<file path="src/rtl/neuron_pkg.sv">
// Shared constants and feeder state encoding for the neuron inference unit.
package neuron_pkg;

  // Sample format: signed fixed point, 1 sign, 3 integer, 8 fraction bits.
  localparam int SIGN_W  = 1;
  localparam int INT_W   = 3;
  localparam int FRAC_W  = 8;
  localparam int NRN_I_W = SIGN_W + INT_W + FRAC_W;
  localparam int NRN_O_W = 23;

  typedef enum logic [2:0] {
    ST_IDLE,
    ST_LOAD,
    ST_CLR,
    ST_STREAM,
    ST_WAIT,
    ST_HOLD
  } feeder_state_t;

endpackage

</file>
<file path="src/rtl/neuron_feeder_buf.sv">
// Sample buffer: N_INPUTS x I_W register file, synchronous write, asynchronous read, no reset.
module neuron_feeder_buf
  import neuron_pkg::*;
#(
  parameter int N_INPUTS = 4,
  parameter int I_W      = NRN_I_W,
  parameter int AW       = 2
) (
  input  logic           clk,
  input  logic           we,
  input  logic [AW-1:0]  waddr,
  input  logic [I_W-1:0] wdata,
  input  logic [AW-1:0]  raddr,
  output logic [I_W-1:0] rdata
);

  logic [I_W-1:0] mem [N_INPUTS];

  always_ff @(posedge clk) begin
    if (we) mem[waddr] <= wdata;
  end

  assign rdata = mem[raddr];

endmodule

</file>
<file path="src/rtl/neuron_feeder.sv">
// Neuron feeder: buffers a sample vector, clears and streams it to the neuron,
// then captures the neuron result after a fixed latency and offers it downstream.
module neuron_feeder
  import neuron_pkg::*;
#(
  parameter int N_INPUTS = 4,
  parameter int I_W      = NRN_I_W,
  parameter int O_W      = NRN_O_W,
  parameter int NRN_LAT  = 2
) (
  input  logic           clk,
  input  logic           rst,
  input  logic           s_valid,
  output logic           s_ready,
  input  logic [I_W-1:0] s_data,
  output logic           nrn_clr,
  output logic           nrn_valid,
  output logic [I_W-1:0] nrn_data,
  output logic           nrn_last,
  input  logic [O_W-1:0] nrn_out,
  output logic           res_valid,
  input  logic           res_ready,
  output logic [O_W-1:0] res_data
);

  localparam int CW = (N_INPUTS > 1) ? $clog2(N_INPUTS) : 1;
  localparam int WW = ($clog2(NRN_LAT + 1) > 1) ? $clog2(NRN_LAT + 1) : 1;
  localparam logic [CW-1:0] LAST_IDX = CW'(N_INPUTS - 1);
  localparam logic [WW-1:0] LAT_END  = WW'(NRN_LAT);

  feeder_state_t  state;
  logic [CW-1:0]  wr_cnt;
  logic [CW-1:0]  rd_cnt;
  logic [WW-1:0]  wait_cnt;
  logic [CW-1:0]  raddr;
  logic [I_W-1:0] rdata;
  logic           wr_en;

  // Both streams use plain valid/ready: a transfer happens on a rising edge where
  // valid and ready are both high; ready depends only on state, never on valid.
  assign s_ready   = (state == ST_LOAD);
  assign nrn_clr   = (state == ST_CLR);
  assign nrn_valid = (state == ST_STREAM);
  assign nrn_last  = (state == ST_STREAM) && (rd_cnt == LAST_IDX);
  assign res_valid = (state == ST_HOLD);
  assign wr_en     = s_ready && s_valid;

  // Prefetch address: next sample to be registered onto nrn_data.
  always_comb begin
    raddr = '0;
    if (state == ST_STREAM && rd_cnt != LAST_IDX) raddr = rd_cnt + CW'(1);
  end

  neuron_feeder_buf #(
    .N_INPUTS (N_INPUTS),
    .I_W      (I_W),
    .AW       (CW)
  ) u_sample_buf (
    .clk   (clk),
    .we    (wr_en),
    .waddr (wr_cnt),
    .wdata (s_data),
    .raddr (raddr),
    .rdata (rdata)
  );

  always_ff @(posedge clk or posedge rst) begin
    if (rst) begin
      state    <= ST_IDLE;
      wr_cnt   <= '0;
      rd_cnt   <= '0;
      wait_cnt <= '0;
      nrn_data <= '0;
      res_data <= '0;
    end else begin
      case (state)
        ST_IDLE: state <= ST_LOAD;
        ST_LOAD: begin
          if (s_valid) begin
            if (wr_cnt == LAST_IDX) begin
              wr_cnt <= '0;
              state  <= ST_CLR;
            end else begin
              wr_cnt <= wr_cnt + CW'(1);
            end
          end
        end
        ST_CLR: begin
          nrn_data <= rdata;
          state    <= ST_STREAM;
        end
        ST_STREAM: begin
          if (rd_cnt == LAST_IDX) begin
            rd_cnt   <= '0;
            wait_cnt <= WW'(1);
            state    <= ST_WAIT;
          end else begin
            rd_cnt   <= rd_cnt + CW'(1);
            nrn_data <= rdata;
          end
        end
        ST_WAIT: begin
          if (wait_cnt == LAT_END) begin
            res_data <= nrn_out;
            wait_cnt <= '0;
            state    <= ST_HOLD;
          end else begin
            wait_cnt <= wait_cnt + WW'(1);
          end
        end
        ST_HOLD: begin
          if (res_ready) state <= ST_LOAD;
        end
        default: state <= ST_IDLE;
      endcase
    end
  end

endmodule

</file>
<file path="config.mk">
export PLATFORM = sky130hd
export DESIGN_NAME = neuron_feeder
export DESIGN_NICKNAME = d
export VERILOG_FILES = /design/src/rtl/neuron_pkg.sv /design/src/rtl/neuron_feeder_buf.sv /design/src/rtl/neuron_feeder.sv
export SDC_FILE = /design/constraint.sdc
export NUM_CORES = 1
export LEC_CHECK = 0
export ABC_AREA = 1
export CORE_MARGIN = 1.5
export CORE_UTILIZATION = 45
export DETAILED_ROUTE_END_ITERATION = 8
export GPL_TIMING_DRIVEN = 1
export HOLD_SLACK_MARGIN = 0.05
export MAX_ROUTING_LAYER = met4
export PLACE_DENSITY = 0.75
export SLEW_MARGIN = 20
export SYNTH_ARGS = -nofsm -noshare
export SYNTH_HDL_FRONTEND = slang
export SYNTH_HIERARCHICAL = 1
export SYNTH_SLANG_ARGS = --single-unit
</file>
<file path="constraint.sdc">
create_clock -name clk -period 2.8 [get_ports clk]
set_input_delay 0.56 -clock clk [delete_from_list [all_inputs] [get_ports clk]]
set_output_delay 0.56 -clock clk [all_outputs]
set_load 0.03 [all_outputs]
</file>
* After elaboration in Yosys (flattened, before gate mapping) *
Memory sizes are Yosys's and may differ from the RTL's.
Index checks and enable logic that the tools add are counted.

storage, ports and cells
  register bits after elaboration = 44
  RAM bits = 48
  input bits = 39
  output and inout bits = 40
  memories = 1

memories
  memory            words  bits a word  rd ports  clocked after memory_dff  wr ports  RTL line                 text
  u_sample_buf.mem  4      12           1         0                         1         neuron_feeder_buf.sv:17  logic [I_W-1:0] mem [N_INPUTS];

operators by class
  add/sub/neg operators = 3
  equal/unequal tests = 15
  multiplexer cells = 16
  reduce and logical (&&, ||, !) cells = 11

operators with widths
  kind                 number
  $pmux 12 s2          1
  $pmux 3 s6           1
  $mux 3               5
  $mux 12              1
  $mux 2               5
  $ne 2x2->1 const B   4
  $reduce_and 2->1     4
  $add 2x1->2 const B  3
  $eq 2x2->1 const B   3
  $eq 3x2->1 const B   2
  $eq 3x3->1 const B   2
  $ne 2x1->1 const B   3
  $reduce_and 5->1     1
  $pmux 2 s2           1
  $reduce_bool 2->1    2
  $eq 3x1->1 const B   1
  $logic_and 1x1->1    3
  $logic_not 3->1      1
  $mux 1               2

* Depth between registers and ports, before layout *
Gate-level depths: netlist of the first run.
An unclocked memory read counts as a cell.

  depth in word-level cells = 6
  depth in mapped cells = 13
  gate-level depth less buffers = 10

* Cells and area by module *
Netlist of the first run, hierarchy kept.

by module, submodules not included
  module             times used  cells an instance  area an instance (µm²)
  neuron_feeder_buf  1           196                2102.0
  neuron_feeder      1           225                1919.3

* Worst setup path after synthesis of the first run *
No wires, ideal clock.

  path type = reg-to-reg
  start = register state[2]
  end = memory u_sample_buf/mem[0][0] (netlist bit), enable pin
  setup time = 0.396 ns
  arrival time = 1.820 ns
  setup slack = 0.584 ns
  cell stages (with the launch flop) = 6
  path through = dfrtp_1 -> inv_1 -> nand3_2 -> nor2_1 -> inv_1 -> nor3_1

between the ends
  longest elaborated chain between the ends = 4

ends and longest elaborated chain
  element                       RTL line                 text
  from (decl)                   neuron_feeder.sv:31      feeder_state_t state;
  from (signal assigned)        neuron_feeder.sv:69      state <= ST_IDLE;
  from (signal assigned)        neuron_feeder.sv:77      ST_IDLE: state <= ST_LOAD;
  from (signal assigned)        neuron_feeder.sv:82      state <= ST_CLR;
  $eq 3x1->1                    neuron_feeder.sv:41      assign s_ready = (state == ST_LOAD);
  $logic_and 1x1->1             neuron_feeder.sv:46      assign wr_en = s_ready && s_valid;
  via wr_en                     neuron_feeder.sv:37      logic wr_en;
  $mux 1                        neuron_feeder_buf.sv:20  if (we) mem[waddr] <= wdata;
  $mux 1 (not written as such)  neuron_feeder_buf.sv:20
  to (decl)                     neuron_feeder_buf.sv:17

The timed path passes the listed nets, and every way through them passes these cells.

* Final worst setup path of the first run *
  start = register state[0]
  end = output nrn_last

between the ends
  longest elaborated chain between the ends = 2

ends and longest elaborated chain
  element            RTL line             text
  $eq 3x2->1         neuron_feeder.sv:44  assign nrn_last = (state == ST_STREAM) && (rd_cnt == LAST_IDX);
  $logic_and 1x1->1  neuron_feeder.sv:44
  to (decl)          neuron_feeder.sv:19  output logic nrn_last,

Every way passes these cells.

==> results of run 1 <==
logic make-up (layout without fill, tap and decap cells):
family                     Yosys count  count (layout)  synth area share
AOI/OAI and AO/OA                   11              11            0.0143
adders and majority gates            2               2           0.00622
buffers and inverters               84             171            0.0933
DFF                                 92              92             0.632
and+or+nand+nor                    232             232             0.254
through the flow:
stage                     instance area [µm²]  setup WS, ns  cells  utilization  power, mW
final                                    5070         0.274    616        0.584       4.79
after global placement                   4900         0.679    601        0.564       3.96
after detailed placement                 4900         0.638    601        0.564       4.03
after global routing                     5070         0.150    616        0.584       5.11
after CTS                                5070         0.249    616        0.584       4.84
after floorplan                          4020         0.584    421            -       3.30
cells in the mapped netlist:
library cell and instances:
sky130_fd_sc_hd__nand2_1 132, sky130_fd_sc_hd__inv_1 66, sky130_fd_sc_hd__nand3_1 63, sky130_fd_sc_hd__edfxtp_1 48
sky130_fd_sc_hd__dfrtp_1 44, sky130_fd_sc_hd__nand2_2 14, sky130_fd_sc_hd__nor2_1 13, sky130_fd_sc_hd__buf_2 8
sky130_fd_sc_hd__o21ai_0 6, sky130_fd_sc_hd__nor3_1 5, sky130_fd_sc_hd__buf_6 4, sky130_fd_sc_hd__a21oi_1 3
sky130_fd_sc_hd__clkbuf_1 2, sky130_fd_sc_hd__ha_1 2, sky130_fd_sc_hd__nand3_2 2, sky130_fd_sc_hd__buf_4 1
sky130_fd_sc_hd__buf_8 1, sky130_fd_sc_hd__inv_2 1, sky130_fd_sc_hd__inv_6 1, sky130_fd_sc_hd__nand2_4 1
sky130_fd_sc_hd__nor2_2 1, sky130_fd_sc_hd__nor2_4 1, sky130_fd_sc_hd__o21a_1 1, sky130_fd_sc_hd__o21ai_1 1
critical path: stages, from the launching register on:
cell and delay [ns]:
sky130_fd_sc_hd__dfrtp_1 0.46, sky130_fd_sc_hd__nand2_2 0.11, sky130_fd_sc_hd__nor2_4 0.17, sky130_fd_sc_hd__inv_1 0.10
sky130_fd_sc_hd__nor2_1 0.09, sky130_fd_sc_hd__clkdlybuf4s50_1 0.69
flip-flops by register name, indices dropped and copies added, names as in the netlist:
register / cells
nrn_data: 12
rd_cnt: 2
res_data: 23
state: 3
u_sample_buf/mem: 48
wait_cnt: 2
wr_cnt: 2
placed cells by master, fill, tap and decap left out, types with 2 or more instances in the layout:
cell	count
sky130_fd_sc_hd__a21oi_1	3
sky130_fd_sc_hd__buf_4	10
sky130_fd_sc_hd__clkbuf_1	3
sky130_fd_sc_hd__clkbuf_8	9
sky130_fd_sc_hd__clkdlybuf4s50_1	78
sky130_fd_sc_hd__clkinv_1	2
sky130_fd_sc_hd__dfrtp_1	44
sky130_fd_sc_hd__edfxtp_1	48
sky130_fd_sc_hd__ha_1	2
sky130_fd_sc_hd__inv_1	65
sky130_fd_sc_hd__nand2_1	132
sky130_fd_sc_hd__nand2_2	14
sky130_fd_sc_hd__nand3_1	63
sky130_fd_sc_hd__nand3_2	2
sky130_fd_sc_hd__nor2_1	13
sky130_fd_sc_hd__nor3_1	5
sky130_fd_sc_hd__o21ai_0	6
routing by layer:
layer / up-vias / wire, µm / part of all wire / track usage
li1: 1484 / - / - / -
met4: 0 / 57 / 0.0072 / 0.0659
met5: - / 0 / 0 / -
met1: 1347 / 3570 / 0.45 / 0.234
met3: 6 / 493 / 0.063 / 0.0367
met2: 99 / 3750 / 0.48 / 0.279
final cells by class:
cell class,count,area share
clock buffers,12,0.0266
inverters,68,0.0513
multi-input cells,245,0.218
repair buffers,88,0.169
clock inverters,3,0.00765
well taps,108,0.0266
flip-flops and latches,92,0.501
power breakdown:
group | internal, mW | total, mW | switching (mW)
Combinational | 0.764 | 2.01 | 1.24
Sequential | 1.77 | 1.97 | 0.206
Clock | 0.405 | 0.809 | 0.404
Total | 2.94 | 4.79 | 1.86
worst min path at each step:
stage                             from            to  slack (ns)
after floorplan            wait_cnt[1]   wait_cnt[1]        0.44
after global placement    res_data[22]  res_data[22]        0.45
after detailed placement  res_data[12]  res_data[12]        0.46
after CTS                 res_data[22]  res_data[22]        0.48
after global routing      res_data[22]  res_data[22]        0.50
final                     res_data[21]  res_data[21]        0.47
==> run_summary.xml, run 1 <==
<?xml version="1.0" encoding="UTF-8"?>
<metrics>
  <group name="yosys">
    <metric name="netlist.top_cell.by_area" unit="">sky130_fd_sc_hd__edfxtp_1</metric>
    <metric name="synth_top_cell_area_share" unit="">0.358</metric>
    <metric name="mappedNetlistArea" unit="µm²">4020</metric>
    <metric name="post_synth.cell_area_avg" unit="µm²">9.55</metric>
    <metric name="synth.top_cells.by_area" unit="">sky130_fd_sc_hd__edfxtp_1, sky130_fd_sc_hd__dfrtp_1, sky130_fd_sc_hd__nand2_1</metric>
    <metric name="post_synth_num_cell_types" unit="">24</metric>
    <metric name="yosys_warnings" unit="">6</metric>
    <metric name="syn-instance-count" unit="">421</metric>
    <metric name="syn-num-nets" unit="">462</metric>
    <metric name="synth.ff_latch_count" unit="">92</metric>
    <metric name="synth.yosys.seq_area_share" unit="">0.632</metric>
  </group>
  <group name="timing">
    <metric name="report.final.setup_viol" unit="">0</metric>
    <metric name="worstMarginPinSlew" unit="ns">0.768</metric>
    <metric name="setup_skew_after_layout" unit="ns">0.00639</metric>
    <metric name="max_freq" unit="MHz">396</metric>
    <metric name="period_share" unit="">0.902</metric>
    <metric name="timing.final.crit_period" unit="ns">2.53</metric>
    <metric name="finalHoldWorstSlack" unit="ns">0.472</metric>
    <metric name="final-hold-violation-count" unit="">0</metric>
    <metric name="finalMaxSlewViolations" unit="">0</metric>
    <metric name="slew_headroom" unit="">0.485</metric>
    <metric name="rsz0062_at_grt" unit="">false</metric>
    <metric name="setup_tns" unit="ns">0</metric>
  </group>
  <group name="run">
    <metric name="max_cap_viol_count" unit="">0</metric>
  </group>
  <group name="setup_path">
    <metric name="setup.worst_path.start_class" unit="">flip-flop</metric>
    <metric name="cp_max_fo" unit="">6</metric>
    <metric name="cp-end-kind" unit="">output pin</metric>
    <metric name="worst_r2r_startpoint" unit="">rd_cnt[0]</metric>
    <metric name="worstSetupStartpoint" unit="">state[0]</metric>
    <metric name="worst_ep_required_time" unit="ns">2.24</metric>
    <metric name="endpoint_of_the_worst_setup_timing_path" unit="">nrn_last</metric>
    <metric name="ff2ff_path_depth" unit="">11</metric>
    <metric name="r2r_setup_slack" unit="ns">0.87</metric>
    <metric name="setup.worst_path.class" unit="">reg -&gt; out</metric>
    <metric name="rr_endpoint" unit="">nrn_data[1]</metric>
    <metric name="arrival" unit="ns">1.97</metric>
  </group>
  <group name="floorplan">
    <metric name="effective_utilization_at_floorplan" unit="">0.463</metric>
    <metric name="num_rows" unit="">34</metric>
    <metric name="fp.coreArea" unit="µm²">8680</metric>
    <metric name="die_w" unit="µm">97.5</metric>
    <metric name="die_height" unit="µm">97.5</metric>
    <metric name="top_level_ports" unit="">79</metric>
    <metric name="die_outline_area" unit="µm²">9510</metric>
  </group>
  <group name="final_layout">
    <metric name="insertedDiodeCount" unit="">0</metric>
    <metric name="post_route_cells_drive_above_1_share" unit="">0.0827</metric>
    <metric name="nNetsFinal" unit="">545</metric>
    <metric name="final.fill_count" unit="">764</metric>
    <metric name="ff_latch_area" unit="µm²">2540</metric>
    <metric name="areaGrowthSynthToFinish" unit="%">26.1</metric>
    <metric name="multi_input_area" unit="µm²">1100</metric>
  </group>
  <group name="clock_network">
    <metric name="ctsLongestPathBuffers" unit="">2</metric>
    <metric name="clkTransAtPathRegs" unit="ns">0.08</metric>
    <metric name="h_tree_level_count" unit="">3</metric>
    <metric name="holdBufCountCts" unit="">0</metric>
    <metric name="clock_tree_from_tritoncts" unit="">yes</metric>
    <metric name="clock_sink_count" unit="">92</metric>
    <metric name="number_of_clock_buffers_inserted_by_tritoncts" unit="">9</metric>
    <metric name="post_cts.resized_instances" unit="">0</metric>
    <metric name="clk_root_buffer_cell" unit="">sky130_fd_sc_hd__clkbuf_8</metric>
    <metric name="clock_latency" unit="ns">0.34</metric>
    <metric name="cts_setup_buffers" unit="">0</metric>
  </group>
  <group name="routing">
    <metric name="wl_per_cell" unit="µm">12.8</metric>
    <metric name="routed_wl" unit="µm">7870</metric>
    <metric name="violation_count_after_the_first_detailed_routing_iteration" unit="">192</metric>
    <metric name="routed-via-count" unit="">2936</metric>
    <metric name="drc" unit="">0</metric>
    <metric name="via_per_inst" unit="">4.77</metric>
    <metric name="detail_route.first_pass.iterations" unit="">4</metric>
    <metric name="drt.antenna.violating_nets" unit="">0</metric>
  </group>
  <group name="power_and_ir_drop">
    <metric name="ir_worst_vdd" unit="µV">371</metric>
    <metric name="powerDensity" unit="nW/µm²">945</metric>
    <metric name="p_leak" unit="nW">2.34</metric>
  </group>
  <group name="grt">
    <metric name="initial_antenna_violation_count" unit="">0</metric>
    <metric name="grt_first_pass_wirelength" unit="µm">13300</metric>
    <metric name="globalRoute.totalOverflow" unit="">0</metric>
    <metric name="largest_net_degree_at_the_start_of_global_routing" unit="">26</metric>
    <metric name="first_global_vias" unit="">2784</metric>
    <metric name="grt_use_total" unit="">0.179</metric>
  </group>
  <group name="placement">
    <metric name="portBuffers" unit="">78</metric>
    <metric name="dp.final_hpwl" unit="µm">5890</metric>
    <metric name="finalWeightedCongestion" unit="">0.786</metric>
  </group>
  <group name="outcome">
    <metric name="status" unit="">complete, no violations</metric>
  </group>
  <group name="hold_path">
    <metric name="worstHoldPathCells" unit="">2</metric>
    <metric name="hold_path.class" unit="">reg -&gt; reg</metric>
  </group>
</metrics>
No activity file was read; power rests on OpenSTA's default activity.
==> inputs of run 2 (changes only) <==
--- a/config.mk
+++ b/config.mk
@@ -6,10 +6,11 @@
 export NUM_CORES = 1
 export LEC_CHECK = 0
 export ABC_AREA = 1
+export CORE_ASPECT_RATIO = 1.5
 export CORE_MARGIN = 1.5
 export CORE_UTILIZATION = 45
 export DETAILED_ROUTE_END_ITERATION = 8
-export GPL_TIMING_DRIVEN = 1
+export GPL_TIMING_DRIVEN = 0
 export HOLD_SLACK_MARGIN = 0.05
 export MAX_ROUTING_LAYER = met4
 export PLACE_DENSITY = 0.75
==> run_summary.xml, run 2 (synthesis gave the netlist of run 1 again) <==
<?xml version="1.0" encoding="UTF-8"?>
<metrics>
  <group name="floorplan">
    <metric name="top_level_ports" unit="">79</metric>
    <metric name="die_height" unit="µm">119</metric>
    <metric name="die_outline_area" unit="µm²">9520</metric>
    <metric name="effective_utilization_at_floorplan" unit="">0.458</metric>
    <metric name="die_w" unit="µm">80.2</metric>
    <metric name="fp.coreArea" unit="µm²">8780</metric>
    <metric name="num_rows" unit="">42</metric>
  </group>
  <group name="power_and_ir_drop">
    <metric name="pwr-share-comb" unit="">0.402</metric>
    <metric name="power.share.clock" unit="">0.217</metric>
    <metric name="ir_worst_vdd" unit="µV">476</metric>
    <metric name="powerDensity" unit="nW/µm²">986</metric>
    <metric name="sw_frac_of_total" unit="">0.375</metric>
    <metric name="switchingPower" unit="mW">1.96</metric>
    <metric name="post-layout-total-power" unit="mW">5.22</metric>
    <metric name="p_leak" unit="nW">2.44</metric>
    <metric name="power_report.internal_total" unit="mW">3.26</metric>
    <metric name="p_seq_frac" unit="">0.381</metric>
  </group>
  <group name="placement">
    <metric name="portBuffers" unit="">78</metric>
    <metric name="dp.final_hpwl" unit="µm">6160</metric>
    <metric name="finalWeightedCongestion" unit="">0.798</metric>
    <metric name="place_worst_setup_slack" unit="ns">0.309</metric>
    <metric name="dpl-instance-area" unit="µm²">5020</metric>
  </group>
  <group name="clock_network">
    <metric name="number_of_clock_buffers_inserted_by_tritoncts" unit="">9</metric>
    <metric name="holdBufCountCts" unit="">0</metric>
    <metric name="clock_tree_from_tritoncts" unit="">yes</metric>
    <metric name="clock_sink_count" unit="">92</metric>
    <metric name="clkTransAtPathRegs" unit="ns">0.06</metric>
    <metric name="cts_setup_buffers" unit="">0</metric>
    <metric name="post_cts.resized_instances" unit="">0</metric>
    <metric name="h_tree_level_count" unit="">3</metric>
    <metric name="ctsLongestPathBuffers" unit="">2</metric>
    <metric name="clk_root_buffer_cell" unit="">sky130_fd_sc_hd__clkbuf_16</metric>
    <metric name="clock_latency" unit="ns">0.34</metric>
  </group>
  <group name="setup_path">
    <metric name="arrival" unit="ns">2.06</metric>
    <metric name="cp_max_fo" unit="">10</metric>
    <metric name="worst_ep_required_time" unit="ns">2.24</metric>
    <metric name="critical_path.most_common_cell" unit="">sky130_fd_sc_hd__inv_1</metric>
    <metric name="worst_path_max_delay_cell" unit="">sky130_fd_sc_hd__clkdlybuf4s50_1</metric>
    <metric name="critPathTopFamily" unit="">buffers and inverters</metric>
    <metric name="worstPathBufferInverterCount" unit="">4</metric>
    <metric name="setup.worst_path.class" unit="">reg -&gt; out</metric>
    <metric name="setup.worst_path.start_class" unit="">flip-flop</metric>
    <metric name="cp-end-kind" unit="">output pin</metric>
    <metric name="path_cells" unit="">inv_1, nand3_2, buf_2, inv_1, clkdlybuf4s50_1</metric>
    <metric name="critical_path.max_stage_delay" unit="ns">0.66</metric>
  </group>
  <group name="final_layout">
    <metric name="finish.instance_area" unit="µm²">5300</metric>
    <metric name="commonest_cells_after_routing_fill_and_taps_aside" unit="">sky130_fd_sc_hd__nand2_1, sky130_fd_sc_hd__clkdlybuf4s50_1, sky130_fd_sc_hd__inv_1, sky130_fd_sc_hd__nand3_1, sky130_fd_sc_hd__edfxtp_1</metric>
    <metric name="top_regs" unit="">u_sample_buf/mem: 48 flops, res_data: 23 flops, nrn_data: 12 flops</metric>
    <metric name="nNetsFinal" unit="">556</metric>
    <metric name="ff_latch_area" unit="µm²">2540</metric>
    <metric name="registers.top_by_ff_count" unit="">u_sample_buf/mem</metric>
    <metric name="final.fill_count" unit="">732</metric>
    <metric name="insertedDiodeCount" unit="">0</metric>
    <metric name="final_standard_cell_utilization_of_the_core" unit="">0.604</metric>
    <metric name="final_common_cell" unit="">sky130_fd_sc_hd__nand2_1</metric>
    <metric name="multi_input_area" unit="µm²">1120</metric>
    <metric name="number_of_flip_flops_in_the_largest_register" unit="">48</metric>
    <metric name="areaGrowthSynthToFinish" unit="%">31.8</metric>
    <metric name="post_route_cells_drive_above_1_share" unit="">0.114</metric>
  </group>
  <group name="run">
    <metric name="max_cap_viol_count" unit="">0</metric>
  </group>
  <group name="routing">
    <metric name="routed_wl" unit="µm">8210</metric>
    <metric name="detail_route.first_pass.iterations" unit="">5</metric>
    <metric name="detailroute.wirelength.met3" unit="µm">441</metric>
    <metric name="drc" unit="">0</metric>
    <metric name="wl_per_cell" unit="µm">13.1</metric>
    <metric name="drt-met1-wl" unit="µm">3300</metric>
    <metric name="met2_length" unit="µm">4360</metric>
    <metric name="dr.max_layer_used" unit="">met4</metric>
    <metric name="via_per_inst" unit="">4.69</metric>
    <metric name="drt.antenna.violating_nets" unit="">0</metric>
    <metric name="routed-via-count" unit="">2952</metric>
    <metric name="violation_count_after_the_first_detailed_routing_iteration" unit="">144</metric>
  </group>
  <group name="timing">
    <metric name="rsz0062_at_grt" unit="">false</metric>
    <metric name="max_freq" unit="MHz">382</metric>
    <metric name="setup_skew_after_layout" unit="ns">0.00522</metric>
    <metric name="report.final.setup_viol" unit="">0</metric>
    <metric name="timing.final.crit_period" unit="ns">2.62</metric>
    <metric name="slew_headroom" unit="">0.668</metric>
    <metric name="setup_ws_post_layout" unit="ns">0.182</metric>
    <metric name="worstMarginPinSlew" unit="ns">0.497</metric>
    <metric name="period_share" unit="">0.935</metric>
    <metric name="final-hold-violation-count" unit="">0</metric>
    <metric name="finalMaxSlewViolations" unit="">0</metric>
  </group>
  <group name="grt">
    <metric name="initial_antenna_violation_count" unit="">0</metric>
    <metric name="globalRoute.totalOverflow" unit="">0</metric>
    <metric name="first_global_vias" unit="">2930</metric>
    <metric name="largest_net_degree_at_the_start_of_global_routing" unit="">24</metric>
    <metric name="grt_use_total" unit="">0.188</metric>
    <metric name="grt_first_pass_wirelength" unit="µm">13300</metric>
  </group>
  <group name="outcome">
    <metric name="status" unit="">complete, no violations</metric>
  </group>
  <group name="hold_path">
    <metric name="hold_path.class" unit="">reg -&gt; reg</metric>
  </group>
</metrics>
[run 2: cell count changes in the layout (fill, tap and decap cells not counted)]
cell,change
sky130_fd_sc_hd__clkbuf_16,+9
sky130_fd_sc_hd__clkbuf_8,-9
sky130_fd_sc_hd__buf_2,+8
sky130_fd_sc_hd__buf_4,-5
sky130_fd_sc_hd__buf_6,+4
sky130_fd_sc_hd__nor3_1,-4
sky130_fd_sc_hd__nor3_2,+4
sky130_fd_sc_hd__clkinvlp_2,+2
sky130_fd_sc_hd__buf_16,+1
sky130_fd_sc_hd__buf_8,+1
sky130_fd_sc_hd__clkbuf_1,-1
sky130_fd_sc_hd__clkinv_1,-1
sky130_fd_sc_hd__clkinvlp_4,+1
sky130_fd_sc_hd__inv_2,+1
[run 2: layout make-up]
type,instances,area share
sequential,92,0.480
multi-input combinational,245,0.212
timing repair buffer,83,0.158
inverter,68,0.0491
clock buffer,9,0.0425
tap,110,0.0260
buffer,16,0.0217
clock inverter,6,0.0106
[run 2: path summary, 6_finish.rpt]
path	startpoint	to	slack, ns	cells past startpoint
setup / recovery	state[2]	nrn_clr	0.18	5
hold / removal	res_data[1]	res_data[1]	0.47	2
setup reg to reg	state[2]	u_sample_buf/mem[3][2]	0.68	6
hold reg to reg	res_data[1]	res_data[1]	0.47	2
max in group asynchronous	rst	res_data[11]	1.75	3
min in group asynchronous	rst	nrn_data[10]	0.57	2
[run 2: worst min-delay path, cell delays in order, from the launching register on]
cell	delay [ns]
sky130_fd_sc_hd__dfrtp_1	0.34
sky130_fd_sc_hd__nand2_1	0.05
sky130_fd_sc_hd__nand2_1	0.05
[run 2: power groups by stage]
| stage | Sequential [mW] | Clock (mW) | Combinational [mW] |
|---|---|---|---|
| 3_3_place_gp | 1.99 | 0 | 2.04 |
| 6_report | 1.99 | 1.13 | 2.10 |
| 4_1_cts | 1.99 | 1.17 | 2.13 |
| 5_1_grt | 2.02 | 1.22 | 2.30 |
| 3_5_place_dp | 2.01 | 0 | 2.12 |
| 2_1_floorplan | 2.38 | 0 | 0.923 |
[run 2: per-stage QoR]
step | hold slack, ns | setup TNS [ns] | std cells
6_report | 0.473 | 0 | 629
3_5_place_dp | 0.459 | 0 | 614
4_1_cts | 0.473 | 0 | 629
5_1_grt | 0.488 | 0 | 629
3_3_place_gp | 0.454 | -24.42 | 609
2_1_floorplan | 0.442 | 0 | 421
[run 2: routing by layer]
metal | vias up | GRT usage
met2 | 88 | 0.330
met4 | 0 | 0.0647
met3 | 7 | 0.0456
met1 | 1348 | 0.202
met5 | - | -
li1 | 1509 | -
==> inputs of run 3 (changes only) <==
--- a/config.mk
+++ b/config.mk
@@ -14,6 +14,7 @@
 export HOLD_SLACK_MARGIN = 0.05
 export MAX_ROUTING_LAYER = met4
 export PLACE_DENSITY = 0.75
+export SKIP_CTS_REPAIR_TIMING = 1
 export SLEW_MARGIN = 20
 export SYNTH_ARGS = -nofsm -noshare
 export SYNTH_HDL_FRONTEND = slang
==> results of run 3 <==
No change in the layout: final DEF, timing and power equal those of run 2.
